==> src/rtl/wb_commit_queue.sv <==
// In-order dual-issue writeback buffer feeding a dual-write-port register file.
// Optional same-cycle bypass when empty: define WBQ_BYPASS_EN.
module wb_commit_queue #(
  parameter int DEPTH = 8,
  parameter int XLEN  = 32
) (
  input  logic                     clk,
  input  logic                     rst,
  input  logic                     in_valid0,
  input  logic                     in_valid1,
  input  logic [4:0]               in_rd0,
  input  logic [4:0]               in_rd1,
  input  logic [XLEN-1:0]          in_data0,
  input  logic [XLEN-1:0]          in_data1,
  input  logic                     in_we0,
  input  logic                     in_we1,
  output logic                     in_ready,
  input  logic                     drain_en,
  output logic [4:0]               rd1,
  output logic [XLEN-1:0]          wb_data1,
  output logic                     wb_we1,
  output logic [4:0]               rd2,
  output logic [XLEN-1:0]          wb_data2,
  output logic                     wb_we2,
  input  logic [4:0]               rs1,
  input  logic [4:0]               rs2,
  input  logic [4:0]               rs3,
  input  logic [4:0]               rs4,
  output logic                     pend1,
  output logic                     pend2,
  output logic                     pend3,
  output logic                     pend4,
  output logic [$clog2(DEPTH):0]   count
);

  localparam int AW = $clog2(DEPTH);
  localparam int CW = AW + 1;

  typedef logic [AW-1:0] ptr_t;

  logic [4:0]      rd_mem   [DEPTH];
  logic [XLEN-1:0] data_mem [DEPTH];

  ptr_t          head, tail;
  ptr_t          head_p1, tail_p1;
  logic [CW-1:0] count_q;

  logic       keep0, keep1;
  logic       bypass;
  logic       enq_en;
  logic [1:0] enq_n, deq_n;

  assign head_p1 = head + 1'b1;
  assign tail_p1 = tail + 1'b1;

  // Slots that do not write a real register never occupy an entry.
  assign keep0 = in_valid0 & in_we0 & (in_rd0 != 5'd0);
  assign keep1 = in_valid1 & in_we1 & (in_rd1 != 5'd0);

  assign in_ready = (count_q <= CW'(DEPTH - 2));
  assign count    = count_q;

`ifdef WBQ_BYPASS_EN
  assign bypass = drain_en & (count_q == '0);
`else
  assign bypass = 1'b0;
`endif

  assign enq_en = in_ready & ~bypass;
  assign enq_n  = enq_en ? ({1'b0, keep0} + {1'b0, keep1}) : 2'd0;

  always_comb begin
    // NOTE: every always_comb output gets a default first so no path leaves it unassigned (no latch).
    deq_n = 2'd0;
    if (drain_en) begin
      if (count_q >= CW'(2))      deq_n = 2'd2;
      else if (count_q == CW'(1)) deq_n = 2'd1;
    end
  end

  // Older entry on port 2, younger on port 1: the register file favours port 1.
  always_comb begin
    wb_we1   = 1'b0;
    wb_we2   = 1'b0;
    rd1      = '0;
    rd2      = '0;
    wb_data1 = '0;
    wb_data2 = '0;
    if (drain_en) begin
      if (bypass) begin
        if (keep0 && keep1) begin
          wb_we2 = 1'b1; rd2 = in_rd0; wb_data2 = in_data0;
          wb_we1 = 1'b1; rd1 = in_rd1; wb_data1 = in_data1;
        end else if (keep0) begin
          wb_we1 = 1'b1; rd1 = in_rd0; wb_data1 = in_data0;
        end else if (keep1) begin
          wb_we1 = 1'b1; rd1 = in_rd1; wb_data1 = in_data1;
        end
      end else if (count_q >= CW'(2)) begin
        wb_we2 = 1'b1; rd2 = rd_mem[head];    wb_data2 = data_mem[head];
        wb_we1 = 1'b1; rd1 = rd_mem[head_p1]; wb_data1 = data_mem[head_p1];
      end else if (count_q == CW'(1)) begin
        wb_we1 = 1'b1; rd1 = rd_mem[head];    wb_data1 = data_mem[head];
      end
    end
  end

  // An entry is live when its distance from head is below count.
  logic [4:0] rs_vec   [4];
  logic [3:0] pend_vec;

  assign rs_vec[0] = rs1;
  assign rs_vec[1] = rs2;
  assign rs_vec[2] = rs3;
  assign rs_vec[3] = rs4;

  always_comb begin
    pend_vec = '0;
    for (int j = 0; j < 4; j++) begin
      for (int i = 0; i < DEPTH; i++) begin
        if (({1'b0, ptr_t'(ptr_t'(i) - head)} < count_q) &&
            (rd_mem[i] == rs_vec[j]) && (rs_vec[j] != 5'd0))
          pend_vec[j] = 1'b1;
      end
    end
  end

  assign pend1 = pend_vec[0];
  assign pend2 = pend_vec[1];
  assign pend3 = pend_vec[2];
  assign pend4 = pend_vec[3];

  always_ff @(posedge clk or posedge rst) begin
    // NOTE: state registers use non-blocking assignments so every flop samples pre-edge values.
    if (rst) begin
      head    <= '0;
      tail    <= '0;
      count_q <= '0;
    end else begin
      head    <= head + ptr_t'(deq_n);
      tail    <= tail + ptr_t'(enq_n);
      count_q <= count_q + CW'(enq_n) - CW'(deq_n);
    end
  end

  // NOTE: the storage array has no reset; occupancy is defined solely by head/count.
  always_ff @(posedge clk) begin
    if (enq_en) begin
      if (keep0 || keep1) begin
        rd_mem[tail]   <= keep0 ? in_rd0   : in_rd1;
        data_mem[tail] <= keep0 ? in_data0 : in_data1;
      end
      if (keep0 && keep1) begin
        rd_mem[tail_p1]   <= in_rd1;
        data_mem[tail_p1] <= in_data1;
      end
    end
  end

endmodule

==> config.mk <==
export PLATFORM = sky130hd
export DESIGN_NAME = wb_commit_queue
export DESIGN_NICKNAME = d
export VERILOG_FILES = /design/src/rtl/wb_commit_queue.sv
export SDC_FILE = /design/constraint.sdc
export NUM_CORES = 1
export LEC_CHECK = 0
export CAP_MARGIN = 20
export CORE_UTILIZATION = 40
export DETAILED_ROUTE_END_ITERATION = 6
export GPL_TIMING_DRIVEN = 0
export PLACE_DENSITY = 0.59
export REMOVE_ABC_BUFFERS = 1
export SLEW_MARGIN = 30
export SYNTH_ARGS = -nofsm -noshare
export SYNTH_HDL_FRONTEND = slang
export SYNTH_SLANG_ARGS = --single-unit
==> constraint.sdc <==
create_clock -name clk -period 6.55 [get_ports clk]
set_input_delay 1.31 -clock clk [delete_from_list [all_inputs] [get_ports clk]]
set_output_delay 1.31 -clock clk [all_outputs]
set_load 0.02 [all_outputs]
After elaboration in Yosys (flattened, before gate mapping)
Memory sizes are Yosys's and may differ from the RTL's.
Index checks and enable logic that the tools add are counted.
Widths: inputs -> output; s select.
{ "word_totals": {"mem_count": 2, "mem_bits_rw": 296, "input_bits": 101, "regBits": 10, "out_inout_bits": 85, "word_cells": 198} }
{ "op_classes": {"n_addsub": 15, "bitwise": 4, "reduce_logical": 72, "muxes": 59, "n_lt_le_gt_ge": 10, "n_eq_ne": 33} }
{ "mem_list": {"columns": ["memory", "depth", "width", "read_ports", "rd_ports_with_merged_regs", "wr", "line", "rtl"], "rows": [
  ["data_mem", 8, 32, 2, 0, 2, "42", "logic [XLEN-1:0] data_mem [DEPTH];"],
  ["rd_mem", 8, 5, 10, 0, 2, "41", "logic [4:0] rd_mem [DEPTH];"]
]} }
{ "ops": {"columns": ["operator", "n"], "rows": [
  ["$mux 32", 6],
  ["$eq 5x5->1", 32],
  ["$logic_and 1x1->1", 65],
  ["$mux 1", 44],
  ["$lt 3x4->1", 8],
  ["$mux 5", 6],
  ["$reduce_bool 5->1", 6],
  ["$sub 3x3->3 const A", 4],
  ["$add 3x1->3 const B", 2],
  ["$add 3x2->3", 2],
  ["$mux 2", 3],
  ["$sub 1x3->3 const A", 2],
  ["$sub 2x3->3 const A", 2],
  ["$add 4x2->4", 1],
  ["$and 1x1->1", 4],
  ["$eq 4x1->1 const B", 1],
  ["$ge 4x2->1 const B", 1],
  ["$le 4x3->1 const B", 1],
  ["$sub 4x2->4", 1],
  ["$add 1x1->2", 1],
  ["$logic_or 1x1->1", 1]
]} }

Depth between registers and ports, before layout
{ "depth": {"word_depth": 12, "depth_mapped": 15} }

Worst setup path after synthesis
OpenSTA, ideal clock, no wires.
{ "synth_path": {"path_kind": "input to register", "from": "in in_rd1[3]", "to": "mem data_mem[2][0], enable pin", "stages": 7, "setup_ns": 0.487, "t_arrival_ns": 4.940, "path_buffers": 1, "required_time_ns": 6.063, "setup_slack_ns": 1.122, "cell_sequence": "clkbuf_1 or4_1 o211ai_1 ha_1 inv_1 nand3_1 o31ai_1"} }
{ "synth_lines": {"columns": ["element", "line", "rtl"], "rows": [
  ["from (decl)", "12", "input logic [4:0] in_rd1,"],
  ["to (decl)", "42", null]
]} }

Worst setup path in the final report
{ "layout_path": {"from": "reg head[1]", "to": "out pend3"} }
{ "layout_via": {"elab_chain_cells": 12} }
{ "layout_rtl": {"columns": ["element", "line", "rtl"], "rows": [
  ["from (decl)", "44", "ptr_t head, tail;"],
  ["from (signal assigned)", "140", "head <= head + ptr_t'(deq_n);"],
  ["$sub 1x3->3", "121", "if (({1'b0, ptr_t'(ptr_t'(i) - head)} < count_q) &&"],
  ["$lt 3x4->1", "121", null],
  ["$logic_and 1x1->1", "121", null],
  ["$logic_and 1x1->1", "122", "(rd_mem[i] == rs_vec[j]) && (rs_vec[j] != 5'd0))"],
  ["$mux 1 (7 in series)", "121", null],
  ["$mux 1 *", "121", null],
  ["to (decl)", "31", "output logic pend3,"]
]} }
Mark *: on every way between the ends. The rest lies on a longest branch, timed or not.

==> flow_metrics.tcl <==
set metrics [dict create \
    r2r-start "count[3]" \
    post-cts-setup-buffers 0 \
    dpl.hpwl_um 43600 \
    synth.distinct_cells 45 \
    fin_skew_ps 14.6 \
    coreArea_um2 51700 \
    antenna_left 0 \
    wire_per_inst_um 27.8 \
    area_delta_synth_final_pct 21.3 \
    cts_root_buffer "clkbuf_16" \
    die_area_um2 53700 \
    clk_pin_slew_ps 60 \
    cts_buffers 35 \
    cts_tree "built" \
    period_share 0.905 \
    ios 186 \
    fmax_mhz 169 \
    netlist_area_um2 21100 \
    grt_pass1_vias 13700 \
    drtIter0Drc 1177 \
    ys_warn_count 0 \
    netlist_instances 1437 \
    layout_common_cells "edfxtp_1, clkdlybuf4s50_1, mux2_2" \
    die_w_um 232 \
    final_common_cell "edfxtp_1" \
    cp-end-kind "output pin" \
    synth-edff-count 296 \
    routed_via_density 5.85 \
    async_flop_share 0.0327 \
    setup-violations-final 0 \
    slew_viol_final 0 \
    path_cells "buf_12 -> ha_1 -> xor2_4 -> buf_16 -> inv_1 -> ha_1 -> nand3_1 -> a21oi_1 -> nor4_1 -> nor3_1 -> a21oi_1 -> clkdlybuf4s50_1" \
    min_to "head[0]" \
    portBuffers 185 \
    rows 83 \
    r2r-end "data_mem[3][26]" \
    min_path_type "reg2reg" \
    synth_area_leaders "edfxtp_1, mux4_2, mux2_2" \
    p_leak_nw 8.89 \
    cts_resized 0 \
    clock-sinks 306 \
    avgSynthCellArea_um2 14.7 \
    seq_area_frac_synth 0.433 \
    final_nets 1706 \
    critPathLaunchType "flip-flop" \
    ff2ff_setup_slack_ps 2920 \
    rr_worst_depth 8 \
    crit_required_ps 5240 \
    worst_slew_pin_slew_ps 818 \
    vdd.ir_drop.worst_uv 251 \
    worstPathArrival_ps 4620 \
    synth_seq_cells 306 \
    fin_crit_ps 5930 \
    gp_congestion 0.929 \
    critPathMaxStageDelay_ps 700 \
    grt_max_degree 43 \
    cp_top_family "buffers and inverters" \
    ys.flop_type "edfxtp_1" \
    vias 13300 \
    rsz0062_at_grt "no" \
    slew_headroom 0.454 \
    grt_overflow_total 0 \
    grt_first_pass_wirelength_um 92200 \
    outcome "complete, no violations" \
    setup_tns_ps 0 \
    cp_max_fo 25 \
    die_h_um 232 \
    crit_buf_inv 4 \
    drive_gt1_frac 0.353 \
    clockBufferDepth 3 \
    yosysTopAreaCellShare 0.421 \
    clk_latency_ps 520 \
    htree_levels 2 \
    power_density_nw_per_um2 400 \
    min_path_cells 1 \
    holdWs_ps 705 \
    first_pass_iters 5 \
    critical_path_class "reg2out" \
    hold_viol 0 \
    drcViolationCount 0 \
    grt_use_total 0.235 \
    crit_path_top_delay_cell "dfrtp_4" \
    hp-start "head[0]" \
    drt-total-wl_um 63300 \
    final_util 0.495 \
    antenna_found_initial 6 \
    yosysTopAreaCell "edfxtp_1" \
    start_util 0.408 \
    cts.hold.buffers_added 0 \
    maxCapViolations 0 \
]
[power by group]
group	leakage, nW	switching [mW]	internal [mW]	total [mW]
clock network	0.507	0.772	1.07	1.84
logic	5.59	2.88	2.85	5.73
registers	2.79	0.252	2.43	2.68
total	8.89	3.91	6.35	10.3
[stage by stage]
step / total power [mW] / setup WS, ps / instance area, um^2 / std cells
after floorplan: 6.52 / -3860 / 20300 / 1294
after global placement: 8.42 / -9060 / 23000 / 2159
after detailed placement: 8.48 / 1030 / 24600 / 2219
after CTS: 10.3 / 701 / 25600 / 2279
after global routing: 10.8 / 338 / 25600 / 2280
final: 10.3 / 621 / 25600 / 2280
[worst max-delay path by stage]
stage	startpoint	endpoint	slack (ps)	depth (start not counted)
after global placement	head[0]	pend1	-9060	9
final	head[1]	pend3	620	12
after CTS	head[1]	pend3	700	12
after global routing	head[1]	pend3	340	12
after floorplan	head[0]	pend1	-3860	8
after detailed placement	in_rd1[3]	data_mem[4][31]	1030	11
[layer usage]
metal	vias up	track usage	wire length (um)
li1	5878	-	-
met1	6913	0.311	26900
met2	437	0.396	30900
met3	107	0.0414	3910
met4	10	0.0629	1520
met5	-	0	80
[cells by family (layout without fill, tap and decap cells)]
kind of cell / Yosys count / count (layout) / share of synthesized area
muxes: 519 / 519 / 0.373
DFF: 306 / 306 / 0.433
buffers and inverters: 174 / 336 / 0.0422
xor gates and xnor gates: 169 / 169 / 0.0701
and+or+nand+nor: 155 / 155 / 0.0364
AOI/OAI and AO/OA: 85 / 85 / 0.0262
adders and majority gates: 29 / 29 / 0.0186
other: 0 / 1 / 0
[synthesized netlist by cell type (2+ instances only)]
master,count
inv_1,29
clkbuf_1,36
dfrtp_1,10
ha_1,25
nand2_2,4
mux2_2,168
nand2_1,12
fa_1,4
a21oi_1,20
o21ai_0,8
edfxtp_1,296
mux4_2,148
xnor2_1,84
xor2_1,85
o22ai_1,45
or4_1,6
mux2i_1,74
buf_2,25
buf_1,55
a21oi_4,4
nor2_1,43
nand3_1,42
nor3_1,23
buf_6,25
nand2b_1,3
mux2_1,8
nor4_1,16
o31ai_1,2
nand3_2,2
mux2_4,120
[sequential cells by signal, indices dropped and copies added (netlist names)]
register / cells
data_mem: 256
count: 4
head: 3
tail: 3
rd_mem: 40
[final cells by class]
class                   instances  area [um^2]
inverters                      31          131
multi-input cells             957        11200
well taps                     680          851
fillers                      4440        26100
flip-flops and latches        306         9150
clock buffers                  49          971
diodes                          1         2.50
repair buffers                245         3190
clock inverters                11         71.3
[worst register-to-register path, stage by stage, from the launching register on]
cell     delay, ps
dfrtp_1        630
inv_1          120
ha_1           200
nand2_1        120
mux2i_4        370
and3b_1        450
nand3_1        330
nand2_4        700
mux2_2         440
No activity file was read; power rests on OpenSTA's default activity.
